`config.mk`:
```
export PLATFORM = sky130hd
export DESIGN_NAME = id_ex_pipe
export DESIGN_NICKNAME = d
export VERILOG_FILES = /design/src/rtl/id_ex_pipe.sv
export SDC_FILE = /design/constraint.sdc
export NUM_CORES = 1
export LEC_CHECK = 0
export CORE_AREA = 8 8 157 159
export CTS_BUF_LIST = sky130_fd_sc_hd__clkbuf_16
export DETAILED_ROUTE_END_ITERATION = 16
export DIE_AREA = 0 0 165 167
export GPL_TIMING_DRIVEN = 1
export PLACE_DENSITY_LB_ADDON = 0.3
export SLEW_MARGIN = 10
export SYNTH_ARGS = -nofsm -noshare
export SYNTH_HDL_FRONTEND = slang
export SYNTH_SLANG_ARGS = --single-unit
```
`constraint.sdc`:
```
create_clock -name clk -period 3.4 [get_ports clk]
set_input_delay 1.02 -clock clk [delete_from_list [all_inputs] [get_ports clk]]
set_output_delay 1.02 -clock clk [all_outputs]
set_load 0.01 [all_outputs]
```
`src/rtl/id_ex_pipe.sv`:
```
// ID/EX pipeline register for the five-stage MIPS pipeline. It detects load-use
// hazards, inserts bubbles, holds on downstream stalls, and counts inserted bubbles.
module id_ex_pipe (
  input  logic        clk,
  input  logic        rst_n,
  input  logic        id_valid,
  input  logic [31:0] id_pc,
  input  logic [4:0]  id_rs,
  input  logic [4:0]  id_rt,
  input  logic [4:0]  id_writereg,
  input  logic [31:0] id_data1,
  input  logic [31:0] id_data2,
  input  logic [31:0] id_imm,
  input  logic [3:0]  id_aluop,
  input  logic        id_regwre,
  input  logic        id_wrctr,
  input  logic        id_memread,
  input  logic        id_memwrite,
  input  logic        id_link,
  input  logic        id_uses_rs,
  input  logic        id_uses_rt,
  input  logic        flush,
  input  logic        ex_stall,
  input  logic        cnt_clr,
  output logic        ex_valid,
  output logic [31:0] ex_pc,
  output logic [31:0] ex_data1,
  output logic [31:0] ex_data2,
  output logic [31:0] ex_imm,
  output logic [4:0]  ex_rs,
  output logic [4:0]  ex_rt,
  output logic [4:0]  ex_writereg,
  output logic [3:0]  ex_aluop,
  output logic        ex_regwre,
  output logic        ex_wrctr,
  output logic        ex_memread,
  output logic        ex_memwrite,
  output logic        ex_link,
  output logic        stall_if_id,
  output logic        load_use,
  output logic [15:0] hazard_cnt
);

  typedef struct packed {
    logic        valid;
    logic [31:0] pc;
    logic [31:0] data1;
    logic [31:0] data2;
    logic [31:0] imm;
    logic [4:0]  rs;
    logic [4:0]  rt;
    logic [4:0]  writereg;
    logic [3:0]  aluop;
    logic        regwre;
    logic        wrctr;
    logic        memread;
    logic        memwrite;
    logic        link;
  } ex_t;

  ex_t         ex_q, ex_d;
  logic [15:0] hazard_cnt_q, hazard_cnt_d;
  logic        rs_hit, rt_hit;

  // r0 is never a real producer, so a load targeting it cannot cause a hazard
  always_comb begin
    rs_hit      = id_uses_rs & (id_rs == ex_q.writereg);
    rt_hit      = id_uses_rt & (id_rt == ex_q.writereg);
    load_use    = id_valid & ex_q.valid & ex_q.memread & (ex_q.writereg != 5'd0) &
                  (rs_hit | rt_hit);
    stall_if_id = (load_use | ex_stall) & ~flush;
  end

  always_comb begin
    ex_d = ex_q;
    if (flush) begin
      ex_d = '0;
    end else if (ex_stall) begin
      ex_d = ex_q;
    end else if (load_use) begin
      ex_d = '0;
    end else begin
      ex_d.valid    = id_valid;
      ex_d.pc       = id_pc;
      ex_d.data1    = id_data1;
      ex_d.data2    = id_data2;
      ex_d.imm      = id_imm;
      ex_d.rs       = id_rs;
      ex_d.rt       = id_rt;
      ex_d.writereg = id_writereg;
      ex_d.aluop    = id_aluop;
      ex_d.regwre   = id_regwre   & id_valid;
      ex_d.wrctr    = id_wrctr    & id_valid;
      ex_d.memread  = id_memread  & id_valid;
      ex_d.memwrite = id_memwrite & id_valid;
      ex_d.link     = id_link     & id_valid;
    end
  end

  // Only bubbles that actually get inserted are counted; a flush or hold masks them
  always_comb begin
    hazard_cnt_d = hazard_cnt_q;
    if (cnt_clr)
      hazard_cnt_d = 16'd0;
    else if (load_use && !flush && !ex_stall && hazard_cnt_q != 16'hFFFF)
      hazard_cnt_d = hazard_cnt_q + 16'd1;
  end

  always_ff @(posedge clk or negedge rst_n) begin
    if (!rst_n) begin
      ex_q         <= '0;
      hazard_cnt_q <= '0;
    end else begin
      ex_q         <= ex_d;
      hazard_cnt_q <= hazard_cnt_d;
    end
  end

  assign ex_valid    = ex_q.valid;
  assign ex_pc       = ex_q.pc;
  assign ex_data1    = ex_q.data1;
  assign ex_data2    = ex_q.data2;
  assign ex_imm      = ex_q.imm;
  assign ex_rs       = ex_q.rs;
  assign ex_rt       = ex_q.rt;
  assign ex_writereg = ex_q.writereg;
  assign ex_aluop    = ex_q.aluop;
  assign ex_regwre   = ex_q.regwre;
  assign ex_wrctr    = ex_q.wrctr;
  assign ex_memread  = ex_q.memread;
  assign ex_memwrite = ex_q.memwrite;
  assign ex_link     = ex_q.link;
  assign hazard_cnt  = hazard_cnt_q;

endmodule

```
## Word-level counts from Yosys, hierarchy flattened

Index checks and enable logic that the tools add are counted.

- Output and inout bits: 171
- Logic and storage cells: 47
- Register bits after elaboration: 169
- Input bits: 160

- Muxes and demuxes: 5
- Equal/unequal tests: 4
- Add/subtract/negate cells: 1
- Bitwise logic cells: 15
- Reduce and logical (&&, ||, !) cells: 7

Operator list:

| operator | number |
|---|---|
| 153-bit two-way mux | 3 |
| 16-bit two-way mux | 2 |
| 16-bit by 1-bit adder with 16-bit output (second input constant) | 1 |
| 16-bit inequality test (second input constant) | 1 |
| 1-bit AND | 12 |
| 5-bit equality test | 2 |
| 5-bit nonzero test | 1 |
| 1-bit logical AND | 3 |
| 1-bit zero test | 2 |
| 2-bit inequality test (second input constant) | 1 |
| 1-bit bitwise OR | 2 |
| 2-bit nonzero test | 1 |
| 1-bit NOT | 1 |

## Logic depth before layout (Yosys ltp)

Gate-level depths: netlist (run 1).

- Word-level depth: 9
- Depth in mapped cells: 8

## Worst setup path after synthesis (run 1)

OpenSTA, ideal clock, no wires.

- Kind: input to output
- From: in id_rs[3]
- To: out stall_if_id
- Slack: -68 ps
- Arrival: 2448 ps
- Path buffers: 2
- Stages on the path: 7
- Cells stage by stage: xor2_1 -> nor4_1 -> a32oi_1 -> buf_4 -> clkbuf_8 -> nor3_1 -> o21ba_2

- Longest elaborated chain between the ends: 6

RTL lines:

| item | line | source |
|---|---|---|
| start, declared | 8 | `input logic [4:0] id_rs,` |
| 5-bit equality test | 67 | `rs_hit = id_uses_rs & (id_rs == ex_q.writereg);` |
| 1-bit AND | 67 |  |
| 1-bit bitwise OR | 70 | `(rs_hit \| rt_hit);` |
| 1-bit AND | 69 | `load_use = id_valid & ex_q.valid & ex_q.memread & (ex_q.writereg != 5'd0) &` |
| net load_use | 40 | `output logic load_use,` |
| 1-bit bitwise OR | 71 | `stall_if_id = (load_use \| ex_stall) & ~flush;` |
| 1-bit AND | 71 |  |
| end, declared | 39 | `output logic stall_if_id,` |

The timed path passes the listed nets, and every way through them passes these cells.

## Worst setup path after layout (run 1)

- From: in id_rs[4]
- To: out stall_if_id

- Longest elaborated chain between the ends: 6

RTL lines:

| item | line |
|---|---|
| 5-bit equality test | 67 |
| 1-bit AND | 67 |
| 1-bit bitwise OR | 70 |
| 1-bit AND | 69 |
| 1-bit bitwise OR | 71 |
| 1-bit AND | 71 |

No other way between the ends.

==> results of run 1 <==
[cell usage in the layout, fill, tap and decap left out, types with 5 or more instances in the layout]
cell and count:
clkdlybuf4s50_1 318, dfrtp_1 169, a22o_1 148, buf_4 20, clkbuf_16 17, nor2_1 11, a21oi_1 11, nand4_1 9
xor2_1 8, or4_1 7, dlygate4sd2_1 7, buf_12 7, nand2_1 6, o21ai_0 6, inv_6 6, nand3_1 5
o31ai_1 5, or3_1 5, a32o_1 5
[cell families after synthesis]
family | count (synthesis) | synth area share, %
xor gates and xnor gates | 10 | 1.338
muxes | 5 | 0.9744
and+or+nand+nor | 64 | 5.884
adders and majority gates | 1 | 0.1910
AOI/OAI and AO/OA | 179 | 23.00
DFF | 169 | 64.58
buffers and inverters | 43 | 4.031
[metal layers]
layer  up-vias  GRT usage [%]  part of all wire, %
li1       2499              -                    -
met1      2658          20.26                   41
met2       158          27.57                   52
met3        18          4.438                  6.3
met4         0          4.859                  1.3
met5         -              0                    0
[critical path: cells and delay by family]
family | cells | cell delay [ns]
xor gates and xnor gates | 1 | 0.28
AOI/OAI and AO/OA | 2 | 0.46
buffers and inverters | 2 | 0.40
and+or+nand+nor | 2 | 0.15
[state kept, by name (all words and copies together), names as in the netlist]
signal,flops
ex_data1,32
ex_data2,32
ex_imm,32
ex_pc,32
hazard_cnt,16
ex_rs,5
ex_rt,5
ex_writereg,5
ex_aluop,4
ex_link,1
ex_memread,1
ex_memwrite,1
ex_regwre,1
ex_valid,1
ex_wrctr,1
[final timing paths]
check	from	end	slack, ns	cells after the start
worst max-delay path	id_rs[4]	stall_if_id	0.07	7
worst min-delay path	ex_link	ex_link	0.50	1
worst max register to register	ex_writereg[1]	ex_regwre	0.47	11
worst min register to register	ex_link	ex_link	0.50	1
max in group asynchronous	rst_n	ex_memwrite	2.07	2
min in group asynchronous	rst_n	hazard_cnt[9]	0.60	1
[layout make-up]
type	instances	area (sq um)
inverter	2	7.507
multi-input combinational	259	2097
clock buffer	17	425.4
fill	2020	11380
clock inverter	15	135.1
timing repair buffer	358	3593
sequential	169	4229
tap	285	356.6
[metrics by stage]
step / area (sq um) / worst slack [ns]
5_1_grt: 10840 / 0.007385
4_1_cts: 10840 / 0.002190
2_1_floorplan: 6554 / 0.05141
6_report: 10840 / 0.06525
3_3_place_gp: 10230 / -0.7128
3_5_place_dp: 10230 / -0.7125
[timing repair]
item                                    CTS  global route
pin swaps                                 5             4
setup buffers                             5             0
resized for setup                        20             4
endpoints found under the setup margin    2            51
endpoints found under the hold margin     0             0
[power groups by stage]
stage	sequential (W)	combinational (W)	clock (W)
floorplan	0.00225	0.000170	0
global placement	0.00221	0.000728	0
detailed placement	0.00221	0.000730	0
CTS	0.00217	0.000736	0.00194
global route	0.00218	0.000774	0.00203
finish	0.00217	0.000721	0.00187
==> results_dict.tcl, run 1 <==
set metrics [dict create \
    grt_pass1_vias 5581 \
    final_core_util_pct 48.79 \
    p_sw_share_pct 26.20 \
    grt_overflow_total 0 \
    wl_per_cell_um 20.54 \
    cp_slowest_cell "dlygate4sd2_1" \
    die_w_um 165 \
    htreeDepth 4 \
    die_h_um 167 \
    yosysTopAreaCell "dfrtp_1" \
    nNetsFinal 968 \
    setup_viol_count_final 0 \
    cts_tree "yes" \
    place_inst 1069 \
    initial_core_util_pct 29.46 \
    yosysWarnings 0 \
    fin_hold_ws_ns 0.4977 \
    n_antenna_cell 0 \
    path_cells "dlygate4sd2_1, xor2_1, nor4_2, a32oi_2, nor3_2, o21ba_2, buf_6" \
    p_leak_nw 4.722 \
    drt-total-wl_um 22700 \
    place_congestion 0.7945 \
    synth-seq-cells 169 \
    maxSlewHeadroom_pct 56.10 \
    intPower_w 0.003511 \
    viasPerCell 4.826 \
    drc_errors 0 \
    end_kind "primary output" \
    cts.sinks 169 \
    ant_nets 0 \
    port_buffers 330 \
    clockPowerShare_pct 39.2 \
    outcome "complete, no violations" \
    clk_path_buf_depth 2 \
    drt_iter0_drc 285 \
    io_pins 331 \
    synth_top_area_share_pct 64.58 \
    yosysMostFrequentCell "dfrtp_1" \
    cts_buffers 17 \
    firstDrtPassIters 4 \
    ys_seq_area_share_pct 64.58 \
    ys_async_sr_fraction_pct 100.0 \
    dp_hpwl_um 16380 \
    synth_common_cells "169 x dfrtp_1, 148 x a22o_1, 19 x clkbuf_1, 11 x a21oi_1, 11 x nor2_1" \
    power.total_w 0.004757 \
    synth_top_flop_cell "dfrtp_1" \
    cts_hold_buf 0 \
    syn_inst 471 \
    power.switching_w 0.001246 \
    pwr-share-comb_pct 15.2 \
    hold_viol 0 \
    vias 5333 \
    worst_ep_required_time_ns 2.38 \
    seqPwrFrac_pct 45.6 \
    crit_arrival_ns 2.31 \
    rsz0062_at_grt "false" \
    setup_tns_ns 0 \
    drv_slew 0 \
    area_growth_pct 65.59 \
    finalClockSkew_ns 0.01202 \
    hp-class "reg2reg" \
    timing.fmax_mhz 299.9 \
    root_buffer "clkbuf_16" \
    ir_drop_v 0.0002424 \
    cp_max_fo 2 \
    drive_gt1_share_pct 10.00 \
    fin_crit_ns 3.335 \
    synth_edf_count 0 \
    antenna_found_initial 0 \
    row_count 55 \
    grt_util_all_layers_pct 16.47 \
    avgSynthCellArea_sq_um 13.90 \
    yosys-top-cells-area "dfrtp_1 65%, a22o_1 20%, buf_6 1.4%, clkbuf_1 1.1%, xor2_1 1.1%" \
    synth.net_count 632 \
    syn_area_sq_um 6549 \
    worstSetupPathType "in2out" \
    yosysUniqueCellTypes 39 \
    crit_path_start_kind "primary input" \
    coreArea_sq_um 22230 \
    dieArea_sq_um 27560 \
    tightest_slew_ns 0.6586 \
    cp_slowest_stage_delay_ns 0.28 \
    p_per_area_nw_per_um2 438.7 \
    path_clk_slew_ns 0.07 \
    instances_no_fill 1105 \
    grt_first_pass_wirelength_um 34970 \
    clk_latency_ns 0.43 \
    maxCapViolations 0 \
    grt_max_degree 95 \
    post-route-period-util_pct 98.08 \
]
Power figures use the tool's default switching activity.
==> run 2: changes to the inputs <==
--- a/config.mk
+++ b/config.mk
@@ -9,6 +9,7 @@
 export CTS_BUF_LIST = sky130_fd_sc_hd__clkbuf_16
 export DETAILED_ROUTE_END_ITERATION = 16
 export DIE_AREA = 0 0 165 167
+export DONT_BUFFER_PORTS = 1
 export GPL_TIMING_DRIVEN = 1
 export PLACE_DENSITY_LB_ADDON = 0.3
 export SLEW_MARGIN = 10
==> run 2 against run 1 <==
Against the previous run: count of clock-buffer cells in the layout did not move; non-clock buffer count fell by 351; sequential cell count did not move; combinational power fell by 74%; wire length fell by 16%; critical path type is now reg2out; critical endpoint unchanged; clock skew rose by 0.0032 ns; register-to-register slack improved by 0.16 ns; first-iteration DRC count rose by 35%; die area did not move; design area fell by 32%; critical path depth fell by 2; sequential share of layout area rose by 19 points.
==> results_dict.tcl, run 2 (synthesis gave the netlist of run 1 again) <==
set metrics [dict create \
    drive_gt1_share_pct 11.94 \
    area_growth_pct 11.88 \
    crit_arrival_ns 2.12 \
    fin_crit_ns 3.135 \
    drt_iter0_drc 386 \
    final_cell_mix "169 x dfrtp_1, 148 x a22o_1, 17 x clkbuf_16" \
    place_congestion 0.7715 \
    ff2ff_setup_slack_ns 0.63 \
    cts.sinks 169 \
    maxSlewHeadroom_pct 43.02 \
    vias 4141 \
    worst_ep_required_time_ns 2.38 \
    htreeDepth 4 \
    hold_viol 0 \
    ant_nets 0 \
    cts_hold_buf 0 \
    final_common_cell "dfrtp_1" \
    dieArea_sq_um 27560 \
    grt_util_all_layers_pct 13.49 \
    p_per_area_nw_per_um2 595.0 \
    initial_core_util_pct 29.46 \
    coreArea_sq_um 22230 \
    root_buffer "clkbuf_16" \
    row_count 55 \
    clk_latency_ns 0.43 \
    ir_drop_v 0.0002500 \
    hp-class "in2async" \
    post-route-period-util_pct 92.21 \
    cp_max_fo 5 \
    postCtsSetupRepairBufs 0 \
    wl_per_cell_um 25.37 \
    die_w_um 165 \
    end_kind "primary output" \
    cts_resized 0 \
    instances_no_fill 754 \
    io_pins 331 \
    crit_path_start_kind "flop" \
    place_inst 722 \
    drt-total-wl_um 19130 \
    grt_max_degree 170 \
    outcome "complete, no violations" \
    die_h_um 167 \
    tightest_slew_ns 0.8547 \
    firstDrtPassIters 6 \
    setup_tns_ns 0 \
    p_leak_nw 3.358 \
    clk_path_buf_depth 2 \
    path_clk_slew_ns 0.07 \
    rsz0062_at_grt "false" \
    drc_errors 0 \
    r2r_start "ex_writereg[4]" \
    rr_endpoint "ex_wrctr" \
    antenna_found_initial 0 \
    timing.fmax_mhz 319.0 \
    grt_first_pass_wirelength_um 28330 \
    rr_worst_depth 7 \
    cts_buffers 17 \
    setup_viol_count_final 0 \
    grt_overflow_total 0 \
    port_buffers 0 \
    n_antenna_cell 0 \
    finalClockSkew_ns 0.01524 \
    worstSetupPathType "reg2out" \
    dp_hpwl_um 13670 \
    nNetsFinal 617 \
    drv_slew 0 \
    viasPerCell 5.492 \
    cts_tree "yes" \
    grt_pass1_vias 4205 \
    maxCapViolations 0 \
]
run 2: cell types whose count changed in the layout (fill, tap and decap cells not counted), sizes merged:
cell / before / now
buf: 30 / 7
clkinvlp: 2 / 1
clkinv: 3 / 7
inv: 12 / 9
clkdlybuf4s50: 318 / 0
clkdlybuf4s15: 2 / 0
dlygate4sd2: 7 / 0
clkbuf: 18 / 17
run 2: worst max path at each step:
stage                               from     endpoint  slack, ns
after floorplan                 id_rs[3]  stall_if_id       0.05
after global placement          id_rs[4]  stall_if_id       0.32
after detailed placement        id_rs[4]  stall_if_id       0.30
after CTS                 ex_writereg[4]  stall_if_id       0.24
after global routing      ex_writereg[4]  stall_if_id       0.15
final                     ex_writereg[4]  stall_if_id       0.26
run 2: final cells by class:
type | instances | area [sq um]
tap | 285 | 356.6
inverter | 2 | 7.507
sequential | 169 | 4229
fill | 2154 | 14900
timing repair buffer | 7 | 65.06
clock buffer | 17 | 425.4
multi-input combinational | 259 | 2069
clock inverter | 15 | 173.9
run 2: worst max-delay path, stage by stage (launching register included):
cell     delay (ns)
dfrtp_1        0.52
xor2_1         0.25
nor4_1         0.26
a32oi_1        0.19
nor3_2         0.27
o21ba_2        0.20
run 2: report_power, final:
group          switching [W]  internal (W)
clock network       0.000929      0.000992
registers           0.000144       0.00211
logic              0.0000950     0.0000905
run 2: per-layer routing:
layer | GRT usage [%] | vias up | share of wire (%)
met5 | 0 | - | 0
met4 | 5.212 | 0 | 2.0
met3 | 4.068 | 24 | 8.1
met2 | 22.12 | 199 | 52
met1 | 16.23 | 2132 | 38
li1 | - | 1786 | -
run 2: per-stage QoR:
step                      setup WS (ns)  util (%)  power [W]  instance area [sq um]  hold slack, ns
after floorplan                 0.05141         -   0.002422                   6554          0.5324
after global placement           0.3206     30.27   0.002475                   6728          0.5593
after detailed placement         0.2989     30.27   0.002482                   6728          0.5661
after CTS                        0.2368     32.96   0.004433                   7327          0.2599
after global routing             0.1490     32.96   0.004558                   7327          0.2506
final                            0.2649     32.96   0.004360                   7327          0.2867
